==> config.mk <==
export PLATFORM = sky130hd
export DESIGN_NAME = pipe_slice
export DESIGN_NICKNAME = d
export VERILOG_FILES = /design/src/rtl/pipe_slice.sv
export SDC_FILE = /design/constraint.sdc
export NUM_CORES = 1
export LEC_CHECK = 0
export CAP_MARGIN = 20
export CORE_ASPECT_RATIO = 1.4
export CORE_MARGIN = 2
export CORE_UTILIZATION = 40
export CTS_CLUSTER_DIAMETER = 60
export DETAILED_ROUTE_END_ITERATION = 8
export HOLD_SLACK_MARGIN = 0.1
export PLACE_DENSITY = 0.77
export SETUP_SLACK_MARGIN = 0.1
export SYNTH_ARGS = -nofsm -noshare
export SYNTH_HDL_FRONTEND = slang
export SYNTH_SLANG_ARGS = --single-unit
==> constraint.sdc <==
create_clock -name clk -period 4.15 [get_ports clk]
set_input_delay 0.83 -clock clk [delete_from_list [all_inputs] [get_ports clk]]
set_output_delay 0.83 -clock clk [all_outputs]
set_load 0.005 [all_outputs]
==> src/rtl/pipe_slice.sv <==
// Valid/ready register slice: forward, backward or full-skid mode, cascaded 1..4 stages.
// Optional statistics (beat_cnt, occ) are compiled in with `define PIPE_SLICE_STATS_EN.

module pipe_slice_stage #(
  parameter int L    = 8,
  parameter int MODE = 2
) (
  input  logic         clk,
  input  logic         rst,
  input  logic         valid_f,
  input  logic [L-1:0] data_f,
  output logic         ready_f,
  output logic         valid_b,
  output logic [L-1:0] data_b,
  input  logic         ready_b
);

  typedef enum logic [1:0] {S_EMPTY, S_BUSY, S_FULL} state_t;

  if (MODE == 0) begin : g_fwd
    logic         vld_q;
    logic [L-1:0] dat_q;
    logic         in_x;

    assign ready_f = rst && (ready_b || !vld_q);
    assign in_x    = valid_f && ready_f;
    assign valid_b = vld_q;
    assign data_b  = dat_q;

    always_ff @(posedge clk) begin
      if (!rst)          vld_q <= 1'b0;
      else if (in_x)     vld_q <= 1'b1;
      else if (ready_b)  vld_q <= 1'b0;
    end

    always_ff @(posedge clk) begin
      if (in_x) dat_q <= data_f;
    end

  end else if (MODE == 1) begin : g_bwd
    logic         sk_v_q;
    logic [L-1:0] sk_q;
    logic         in_x;

    // Ready comes straight off the skid flag; rst only forces it low.
    assign ready_f = rst && !sk_v_q;
    assign in_x    = valid_f && ready_f;
    assign valid_b = sk_v_q || in_x;
    assign data_b  = sk_v_q ? sk_q : data_f;

    always_ff @(posedge clk) begin
      if (!rst)                  sk_v_q <= 1'b0;
      else if (in_x && !ready_b) sk_v_q <= 1'b1;
      else if (ready_b)          sk_v_q <= 1'b0;
    end

    always_ff @(posedge clk) begin
      if (in_x && !ready_b) sk_q <= data_f;
    end

  end else begin : g_skid
    state_t       state_q, state_d;
    logic [L-1:0] ob_q, sk_q;
    logic         ld_ob_in, ld_ob_sk, ld_sk;
    logic         in_x, out_x;

    assign ready_f = rst && (state_q != S_FULL);
    assign valid_b = (state_q != S_EMPTY);
    assign data_b  = ob_q;
    assign in_x    = valid_f && ready_f;
    assign out_x   = valid_b && ready_b;

    always_ff @(posedge clk) begin
      if (!rst) state_q <= S_EMPTY;
      else      state_q <= state_d;
    end

    always_comb begin
      state_d  = state_q;
      ld_ob_in = 1'b0;
      ld_ob_sk = 1'b0;
      ld_sk    = 1'b0;
      case (state_q)
        S_EMPTY: begin
          if (in_x) begin
            ld_ob_in = 1'b1;
            state_d  = S_BUSY;
          end
        end
        S_BUSY: begin
          if (in_x && out_x) begin
            ld_ob_in = 1'b1;
          end else if (in_x) begin
            ld_sk   = 1'b1;
            state_d = S_FULL;
          end else if (out_x) begin
            state_d = S_EMPTY;
          end
        end
        S_FULL: begin
          // ready_f is low here, so only the downstream side can move.
          if (out_x) begin
            ld_ob_sk = 1'b1;
            state_d  = S_BUSY;
          end
        end
        default: state_d = S_EMPTY;
      endcase
    end

    always_ff @(posedge clk) begin
      if (ld_ob_in)      ob_q <= data_f;
      else if (ld_ob_sk) ob_q <= sk_q;
      if (ld_sk)         sk_q <= data_f;
    end
  end

endmodule

module pipe_slice #(
  parameter int L      = 8,
  parameter int MODE   = 2,
  parameter int STAGES = 1,
  parameter int CNT_W  = 16
) (
  input  logic                              clk,
  input  logic                              rst,
  input  logic                              valid_f,
  input  logic [L-1:0]                      data_f,
  output logic                              ready_f,
  output logic                              valid_b,
  output logic [L-1:0]                      data_b,
  input  logic                              ready_b
`ifdef PIPE_SLICE_STATS_EN
  ,
  output logic [CNT_W-1:0]                  beat_cnt,
  output logic [$clog2(2*STAGES+1)-1:0]     occ
`endif
);

  if (L < 1 || MODE < 0 || MODE > 2 || STAGES < 1 || STAGES > 4) begin : g_bad_cfg
    $error("pipe_slice: need L>=1, MODE in 0..2, STAGES in 1..4");
  end

  // Stage k's downstream side feeds stage k+1's upstream side.
  for (genvar k = 0; k < STAGES; k++) begin : g_st
    logic         vld_in, rdy_out, vld_out, rdy_in;
    logic [L-1:0] dat_in, dat_out;

    if (k == 0) begin : g_head
      assign vld_in = valid_f;
      assign dat_in = data_f;
    end else begin : g_link
      assign vld_in = g_st[k-1].vld_out;
      assign dat_in = g_st[k-1].dat_out;
    end

    if (k == STAGES - 1) begin : g_tail
      assign rdy_in = ready_b;
    end else begin : g_next
      assign rdy_in = g_st[k+1].rdy_out;
    end

    pipe_slice_stage #(
      .L    (L),
      .MODE (MODE)
    ) u_stage (
      .clk     (clk),
      .rst     (rst),
      .valid_f (vld_in),
      .data_f  (dat_in),
      .ready_f (rdy_out),
      .valid_b (vld_out),
      .data_b  (dat_out),
      .ready_b (rdy_in)
    );
  end

  assign ready_f = g_st[0].rdy_out;
  assign valid_b = g_st[STAGES-1].vld_out;
  assign data_b  = g_st[STAGES-1].dat_out;

`ifdef PIPE_SLICE_STATS_EN
  localparam int OCC_W = $clog2(2*STAGES+1);

  logic [CNT_W-1:0] beat_q;
  logic [OCC_W-1:0] occ_q;
  logic             in_top, out_top;

  assign in_top  = valid_f && ready_f;
  assign out_top = valid_b && ready_b;

  always_ff @(posedge clk) begin
    if (!rst) begin
      beat_q <= '0;
      occ_q  <= '0;
    end else begin
      if (out_top) beat_q <= beat_q + CNT_W'(1);
      if (in_top && !out_top)      occ_q <= occ_q + OCC_W'(1);
      else if (!in_top && out_top) occ_q <= occ_q - OCC_W'(1);
    end
  end

  assign beat_cnt = beat_q;
  assign occ      = occ_q;
`endif

endmodule

# After elaboration in Yosys (flattened, before gate mapping)
# Cells that the tools add are included.
# word_totals
reg_bits,18
input_bits,12
elab_cells,33
# op_classes
n_eq_ne,7
muxes,15
n_reduce_logical,8
# op_table
operator,n
two-way mux 8 bit,2
two-way mux 2 bit,5
two-way mux 1 bit,6
one-hot mux 2 bit (3 select lines),1
logical AND 1 bit,4
"inequality test 2 x 1 -> 1 bit, second input constant",2
"inequality test 2 bit, second input constant",2
AND reduction 4 bit,1
nonzero test 2 bit,2
"inequality test 3 x 1 -> 1 bit, second input constant",1
"equality test 2 x 1 -> 1 bit, second input constant",1
"equality test 2 bit, second input constant",1
zero test 2 bit,1
one-hot mux 1 bit (2 select lines),1

# Logic depth before layout (Yosys ltp)
# logic_depth
word_depth,7
ltp_mapped,4

# Least setup slack after synthesis
# OpenSTA, ideal clock, no wires.
# synth_path
kind,in2reg
from,input port valid_f
to,"register g_st[0].u_stage.g_skid.ob_q[0], enable pin"
setup_time_ns,0.375
arrival_ns,1.567
path_slack_ns,2.208
cell_stages,4
path_buffers,1
cell_sequence,nor2b_2 > and3_1 > buf_6 > o21bai_1
# synth_between
elab_chain_cells,5
# synth_rtl
item,line_no,text
from (decl),128,"input logic valid_f,"
logical AND 1 bit *,70,assign in_x = valid_f && ready_f;
logical AND 1 bit,91,if (in_x && out_x) begin
two-way mux 1 bit,91,
one-hot mux 1 bit (2 select lines) *,83,case (state_q)
nonzero test 2 bit (no source line) *,--,
to (signal assigned),112,if (ld_ob_in) ob_q <= data_f;
to (signal assigned),113,else if (ld_ob_sk) ob_q <= sk_q;
to (decl),63,"logic [L-1:0] ob_q, sk_q;"
# Mark *: on every way between the ends. The rest lies on a longest branch, timed or not.
# A chain may end at the register's enable or synchronous reset.

# Worst setup path after layout
# layout_path
from,input port rst
to,output port ready_f
# layout_between
elab_chain_cells,1
# layout_rtl
item,line_no,text
from (decl),127,"input logic rst,"
logical AND 1 bit,67,assign ready_f = rst && (state_q != S_FULL);
to (decl),130,"output logic ready_f,"
# No other way between the ends.

==> flow_summary.ini <==
[global_route]
overflow = 0
use_met3_pct = 1.20
first_global_vias = 393
grt_max_degree = 11
gr-usage-met1_pct = 14.1
grt_pass1_wl_mm = 1.75
grt_antenna_before_repair = 0
top_usage_layer = met2
grt_util_all_layers_pct = 12.0
met2_usage_pct = 16.8

[synthesis]
synthTopCellsByArea = edfxtp_1 (63%), mux2_4 (16%), dfxtp_1 (5.3%)
avgSynthCellArea_um2 = 17.6
synth_top_area_share_pct = 63.5
ys_seq_elements = 18
yosys_warnings = 0
netlist_instances = 43
yosysSeqAreaShare_pct = 68.8
synthDistinctLibCells = 16
synth_largest_area_cell = edfxtp_1
synth_nets = 55
syn-cell-area_um2 = 757

[floorplan]
core-area_um2 = 1780
die_h_um = 55.5
dieArea_um2 = 2260
ios = 22
die_x_um = 40.8
rows = 18
start_util_pct = 42.5

[cells_and_area]
stdcell_count = 87
drive_gt1_share_pct = 20.9
syn_to_final_growth_pct = 33.1
diodes = 0
nets = 80
fin_area_um2 = 1010
post-route-util_pct = 56.6

[sta]
hold_ws_ns = 0.558
finalHoldViolations = 0
skew_ns = 0.00299
setup_violations = 0
relSlewSlack_pct = 53.6
fin_ws_ns = 1.25
tightest_slew_ns = 0.694
fmax_ghz = 0.345
post-route-min-period_ns = 2.90
period_share_pct = 69.9
tns_ns = 0
rsz0062_at_grt = false
slew_violations = 0

[clock_tree]
h-tree-depth = 1
numCtsBuffers = 3
root_buffer = clkbuf_4
insertion_delay_ns = 0.29
ctsResizeCount = 0
hold_buffers = 0
clock_path_buffers = 2
cts_tree = yes
post_cts_buffers = 0
clk_pin_slew_worst_paths_ns = 0.09
clkSinkCount = 18

[placement]
placed_area_um2 = 981
place_hpwl_um = 848
gp_congestion = 0.661
port_buffers = 21
pre_cts_slack_ns = 1.24
place_inst = 83

[routing]
final_antenna_net_count = 0
drt-initial-drc-count = 3
remaining_drc_errors = 0
avgRoutedWirePerCell_um = 12.8
drt-vias-per-instance = 4.90
drt-pass1-iter-count = 2
vias = 426
routed_wl_mm = 1.12

[worst_setup_path]
r2r_setup_slack_ns = 2.32
criticalPathCategory = input pin to primary output
r2r_cells = 3
worstPathRequired_ns = 3.32
arrival_ns = 2.07
worstPathMaxFanout = 5
reg2reg_from = g_st[0].u_stage.g_skid.state_q[1]$_SDFFE_PN0P_
crit_end = ready_f
setup.worst_path.start = rst
timing.rr.end = g_st[0].u_stage.data_b[4]$_DFFE_PP_
worst_setup_path_start_kind = input pin
cp-end-kind = primary output

[power_and_ir_drop]
power_density_nw_per_um2 = 333
ir_drop_v = 0.000209
cellLeakagePower_nw = 0.358
p_total_mw = 0.335

[outcome]
status = completed

[run]
max-cap-violations = 0

[min_path]
hp-class = flip-flop to flip-flop
## cell usage in the layout, fill, tap and decap left out
master,synthesis,layout
nand2_1,3,3
o32a_2,1,1
a21boi_0,2,2
clkinv_1,0,1
inv_1,2,2
and3_1,1,1
nor2_1,1,1
clkbuf_4,0,3
o211ai_1,1,1
dfxtp_1,2,2
nand2b_2,1,1
edfxtp_1,16,16
o21bai_1,1,1
clkdlybuf4s50_1,0,21
nor2b_2,1,1
mux2_4,8,8
nor3b_1,1,1
mux2i_1,1,1
## critical path: stages
cell and delay, ns:
clkdlybuf4s50_1 0.51, a21boi_0 0.20, clkdlybuf4s50_1 0.53
## layout make-up
class	instances	area (um^2)
Clock buffer	3	22.5
Clock inverter	1	3.75
Fill cell	155	772
Inverter	2	7.51
Multi-Input combinational cell	22	218
Sequential cell	18	520
Tap cell	20	25.0
Timing Repair Buffer	21	210
## cells by family after synthesis
logic type	after synthesis	share of synthesized area [%]
compound gates	5	5.45
mux	9	17.2
simple gates	8	6.12
buf+inv	3	2.48
flops	18	68.8
## how the worst min path moves through the flow
stage,startpoint,to,slack (ns),cells past startpoint
floorplan,g_st[0].u_stage.g_skid.sk_q[0]$_DFFE_PP_,g_st[0].u_stage.data_b[0]$_DFFE_PP_,0.53,1
global placement,g_st[0].u_stage.g_skid.sk_q[0]$_DFFE_PP_,g_st[0].u_stage.data_b[0]$_DFFE_PP_,0.53,1
detailed placement,g_st[0].u_stage.g_skid.sk_q[1]$_DFFE_PP_,g_st[0].u_stage.data_b[1]$_DFFE_PP_,0.54,1
CTS,g_st[0].u_stage.g_skid.sk_q[1]$_DFFE_PP_,g_st[0].u_stage.data_b[1]$_DFFE_PP_,0.56,1
global route,g_st[0].u_stage.g_skid.sk_q[1]$_DFFE_PP_,g_st[0].u_stage.data_b[1]$_DFFE_PP_,0.57,1
finish,g_st[0].u_stage.g_skid.sk_q[1]$_DFFE_PP_,g_st[0].u_stage.data_b[1]$_DFFE_PP_,0.56,1
## flip-flops by register name (all words and copies together) (netlist names)
name                         count
g_st.u_stage.g_skid.state_q      2
g_st.u_stage.data_b              8
g_st.u_stage.g_skid.sk_q         8
## Yosys cell counts
| cell type | number |
|---|---|
| a21boi_0 | 2 |
| nor3b_1 | 1 |
| dfxtp_1 | 2 |
| edfxtp_1 | 16 |
| buf_6 | 1 |
| nor2_1 | 1 |
| and3_1 | 1 |
| inv_1 | 2 |
| o21bai_1 | 1 |
| nand2_1 | 3 |
| mux2_4 | 8 |
| o32a_2 | 1 |
| nor2b_2 | 1 |
| nand2b_2 | 1 |
| o211ai_1 | 1 |
| mux2i_1 | 1 |
## report_power, final
part	switching, mW	internal [mW]
logic	0.0139	0.0276
clock network	0.0525	0.0350
registers	0.00258	0.204
## routing by layer
| layer | up-vias | wire length, um |
|---|---|---|
| met5 | - | 0 |
| met4 | 0 | 57 |
| met3 | 5 | 44 |
| met2 | 16 | 536 |
| met1 | 195 | 477 |
| li1 | 210 | - |
Power figures use the tool's default switching activity.
